File: src/rtl/dma_bus_arbiter.sv
// DMA bus arbiter: a CPU write to TRIG_ADDR copies one 256-byte page to DEST_ADDR.
// The CPU is stalled through its ready input for the whole transfer.
module dma_bus_arbiter #(
  parameter logic [15:0] TRIG_ADDR = 16'h4014,
  parameter logic [15:0] DEST_ADDR = 16'h2004,
  parameter bit          ALIGN     = 1'b1
) (
  input  logic        clk,
  input  logic        reset,
  input  logic [15:0] cpu_address,
  input  logic        cpu_write,
  input  logic [7:0]  cpu_data_o,
  input  logic        ext_ready,
  input  logic [7:0]  mem_data_i,
  output logic        cpu_ready,
  output logic [15:0] mem_address,
  output logic        mem_write,
  output logic [7:0]  mem_data_o,
  output logic        dma_busy
);

  typedef enum logic [2:0] {
    IDLE   = 3'd0,
    PEND   = 3'd1,
    HALT   = 3'd2,
    ALIGNC = 3'd3,
    RD     = 3'd4,
    WR     = 3'd5
  } state_t;

  state_t      state;
  state_t      state_nx;
  logic [7:0]  page;
  logic [7:0]  idx;
  logic [7:0]  buf_q;
  logic        parity;
  logic        trig;

  assign trig = cpu_write && (cpu_address == TRIG_ADDR);

  always_ff @(posedge clk) begin
    if (!reset) begin
      state    <= IDLE;
      page     <= '0;
      idx      <= '0;
      buf_q    <= '0;
      parity   <= 1'b0;
      dma_busy <= 1'b0;
    end else begin
      state    <= state_nx;
      parity   <= ~parity;
      dma_busy <= (state_nx != IDLE);
      if (state == IDLE && trig) begin
        page <= cpu_data_o;
        idx  <= '0;
      end
      if (state == RD && ext_ready) buf_q <= mem_data_i;
      // 8-bit wrap returns idx to 0 after the last byte of the page
      if (state == WR) idx <= idx + 8'd1;
    end
  end

  always_comb begin
    state_nx = state;
    unique case (state)
      IDLE:    if (trig) state_nx = PEND;
      PEND:    if (!cpu_write) state_nx = HALT;
      HALT:    state_nx = (!ALIGN || parity) ? RD : ALIGNC;
      ALIGNC:  state_nx = RD;
      RD:      if (ext_ready) state_nx = WR;
      WR:      state_nx = (idx == 8'hFF) ? IDLE : RD;
      default: state_nx = IDLE;
    endcase
  end

  always_comb begin
    mem_address = cpu_address;
    mem_write   = cpu_write;
    mem_data_o  = cpu_data_o;
    cpu_ready   = 1'b0;
    unique case (state)
      IDLE:    cpu_ready = ext_ready;
      ALIGNC:  mem_write = 1'b0;
      RD: begin
        mem_address = {page, idx};
        mem_write   = 1'b0;
        mem_data_o  = buf_q;
      end
      WR: begin
        mem_address = DEST_ADDR;
        mem_write   = 1'b1;
        mem_data_o  = buf_q;
      end
      default: ;
    endcase
  end

endmodule

File: config.mk
export PLATFORM = sky130hd
export DESIGN_NAME = dma_bus_arbiter
export DESIGN_NICKNAME = d
export VERILOG_FILES = /design/src/rtl/dma_bus_arbiter.sv
export SDC_FILE = /design/constraint.sdc
export NUM_CORES = 1
export LEC_CHECK = 0
export CORE_MARGIN = 2
export CORE_UTILIZATION = 45
export CTS_BUF_LIST = sky130_fd_sc_hd__clkbuf_4 sky130_fd_sc_hd__clkbuf_8
export DETAILED_ROUTE_END_ITERATION = 8
export GPL_ROUTABILITY_DRIVEN = 1
export GPL_TIMING_DRIVEN = 0
export PLACE_DENSITY = 0.85
export SLEW_MARGIN = 10
export SYNTH_ARGS = -nofsm -noshare
export SYNTH_HDL_FRONTEND = slang
export SYNTH_SLANG_ARGS = --single-unit
File: constraint.sdc
create_clock -name clk -period 3.4 [get_ports clk]
set_input_delay 0.68 -clock clk [delete_from_list [all_inputs] [get_ports clk]]
set_output_delay 0.68 -clock clk [all_outputs]
set_load 0.02 [all_outputs]
==> impl_metrics.yaml <==
setup_path:
  cp.required_ps: 2720
  crit_type: "flip-flop to primary output"
  r2r_slack_ps: 1600
  cp-start-kind: "flip-flop"
  endpoint_kind: "primary output"
  critPathArrivalTime_ps: 2310
  worstPathMaxFanout: 10
power:
  pwr-share-seq_pct: 43.1
  internal_power_mw: 0.599
  swShare_pct: 24.4
  p_comb_share_pct: 16.8
  leakagePower_nw: 0.888
  p_switching_mw: 0.194
  clkPwrFrac_pct: 40.2
  power_mw: 0.793
  ir_drop_mv: 0.257
  pwr_density_cell_nw_per_um2: 313
floorplanning:
  core_sq_um: 3720
  pin_count: 63
  row_count: 22
  die_h_um: 66.4
  die_area_sq_um: 4410
  initial_core_util_pct: 47.2
  die_w_um: 66.4
synth:
  ys_seq_area_share_pct: 33.1
  synthSimpleGateAreaFrac_pct: 34.3
  synth_xor_area_share_pct: 0
  synth-edff-count: 0
  synth_compound_area_share_pct: 15.9
  syn_nets: 260
  postSynthRegisterBits: 29
  synth_top_family_by_area: "simple AND/OR/NAND/NOR gates"
  muxShareOfSynthArea_pct: 9.71
  synth_area_per_cell_sq_um: 7.86
  netlist_area_sq_um: 1750
  synth.distinct_cells: 39
  syn_inst: 223
  async_flop_share_pct: 0
  yosysWarnings: 0
  synth_top_flop_cell: "dfxtp_1"
  synth_adder_area_share_pct: 0.714
routing:
  routed_wl_mm: 4.98
  wl_met2_mm: 2.35
  vias_per_cell: 5.34
  dr.max_layer_used: "met4"
  vias: 1822
  antenna_left: 0
  drtIter0Drc: 86
  wl_met3_um: 436
  drc_errors: 0
  wl_per_cell_um: 14.6
  firstDrtPassIters: 4
  wl_met1_mm: 2.13
global_routing:
  grt_pass1_vias: 1764
  grt_usage_pct: 24.6
  grt_overflow_total: 0
  antenna_found_initial: 0
  grt_max_degree: 11
  grt_first_pass_wirelength_mm: 8.20
run:
  cap_viol_max_count: 0
timing:
  final.setup_skew_ps: 7.53
  hold_violations: 0
  period_share_pct: 87.9
  final-setup-viol-count: 0
  final.setup.worst_slack_ps: 410
  tns_ps: 0
  maxSlewViolCount: 0
  max_slew_margin_pct: 68.1
  tightestPinTransition_ps: 479
  grt_setup_unrepaired: "false"
  fin_crit_ps: 2990
  fmax_mhz: 334
clock_tree:
  clkSlewWorstSetupHoldPaths_ps: 60
  clk_path_buf_depth: 2
  htreeDepth: 2
  clk-insertion-delay-late_ps: 290
  cts_buffers: 5
  post_cts_resized: 0
  clockRootBuffer: "clkbuf_8"
  holdBufCountCts: 0
  clkSinkCount: 29
  post_cts_buffers: 0
  cts_tree: "yes"
final_layout:
  diodes: 0
  drive_above_1_share_pct: 9.56
  regArea_sq_um: 581
  multiInputGateArea_sq_um: 1060
  fillers: 335
  fin_area_sq_um: 2530
  layout.nets: 329
  synthToLayoutAreaGrowth_pct: 44.6
place:
  gp_congestion: 0.890
  dp_worst_setup_slack_ps: 509
  placed_cell_area_sq_um: 2430
  dp.final_hpwl_mm: 3.70
  port_buffers: 62
status:
  run_status: "completed"
min_path:
  hp-class: "flip-flop to flip-flop"
-- cell families (layout without fill, tap and decap cells) --
family | after synthesis | count (layout)
adders and majority gates | 1 | 1
muxes | 16 | 16
DFF | 29 | 29
and+or+nand+nor | 113 | 113
buffers and inverters | 20 | 90
AOI/OAI and AO/OA | 44 | 44
-- worst max-delay path, stage by stage (launching register included) --
cell and delay (ps):
dfxtp_1 340, buf_6 130, clkbuf_1 300, clkbuf_1 380, nor2_1 80, o21ai_0 150, clkdlybuf4s50_1 640
-- registers in the layout (all words and copies together), names as in the netlist --
| name | count |
|---|---|
| parity | 1 |
| idx | 8 |
| dma_busy | 1 |
| page | 8 |
| buf_q | 8 |
| state | 3 |
-- layout by cell type (no fill, tap or decap), types with 2 or more instances in the layout --
cell,count
a21boi_0,7
a21boi_1,2
a21oi_1,4
buf_2,3
buf_6,4
clkbuf_1,11
clkbuf_8,7
clkdlybuf4s50_1,62
dfxtp_1,29
inv_1,2
mux2_2,8
mux2i_1,8
nand2_1,56
nand2b_1,16
nand3_1,7
nand3b_1,4
nand4_1,2
nor2_1,5
nor2b_1,3
nor3_1,2
nor3b_1,2
nor4b_1,4
nor4bb_1,2
o21ai_0,20
o22ai_1,2
o31ai_1,5
-- worst paths after layout --
check,start,end,cells past startpoint
worst max-delay path,state[0],mem_address[2],6
worst min-delay path,buf_q[2],buf_q[2],2
worst max register to register,state[0],idx[7],6
worst min register to register,buf_q[2],buf_q[2],2
-- cell usage after synthesis (3+ instances only) --
cell type | instances | area share [%]
nand2_1 | 56 | 12
dfxtp_1 | 29 | 33
o21ai_0 | 20 | 5.7
nand2b_1 | 16 | 5.7
clkbuf_1 | 11 | 2.4
mux2_2 | 8 | 5.1
mux2i_1 | 8 | 4.6
a21boi_0 | 7 | 3.0
nand3_1 | 7 | 2.0
nor2_1 | 5 | 1.1
o31ai_1 | 5 | 2.1
a21oi_1 | 4 | 1.1
buf_6 | 4 | 2.6
nand3b_1 | 4 | 1.7
nor4b_1 | 4 | 2.0
buf_2 | 3 | 0.86
nor2b_1 | 3 | 1.1
-- power by group through the flow --
stage	Combinational (mW)	Sequential (mW)	Clock (mW)
2_1_floorplan	0.0486	0.349	0
3_3_place_gp	0.131	0.349	0
3_5_place_dp	0.132	0.349	0
4_1_cts	0.133	0.341	0.324
5_1_grt	0.142	0.341	0.340
6_report	0.133	0.341	0.318
-- final cells by class --
| type | instances | area share (%) |
|---|---|---|
| multi-input cells | 174 | 42.0 |
| repair buffers | 62 | 24.5 |
| flip-flops and latches | 29 | 22.9 |
| plain buffers | 18 | 4.00 |
| clock buffers | 7 | 3.80 |
| well taps | 48 | 2.37 |
| inverters | 2 | 0.296 |
| clock inverters | 1 | 0.197 |
-- metrics by stage --
stage / utilization, % / hold slack, ps / cells
5_1_grt: 68.2 / 464 / 341
3_5_place_dp: 65.5 / 446 / 333
4_1_cts: 68.2 / 454 / 341
6_report: 68.2 / 453 / 341
3_3_place_gp: 65.5 / 440 / 333
2_1_floorplan: - / 429 / 223
-- per-layer routing --
layer / vias up / global-route usage [%]
met5: - / 0
met4: 0 / 6.38
met3: 8 / 10.4
met2: 68 / 41.1
met1: 835 / 28.8
li1: 911 / -
Power figures use the tool's default switching activity.
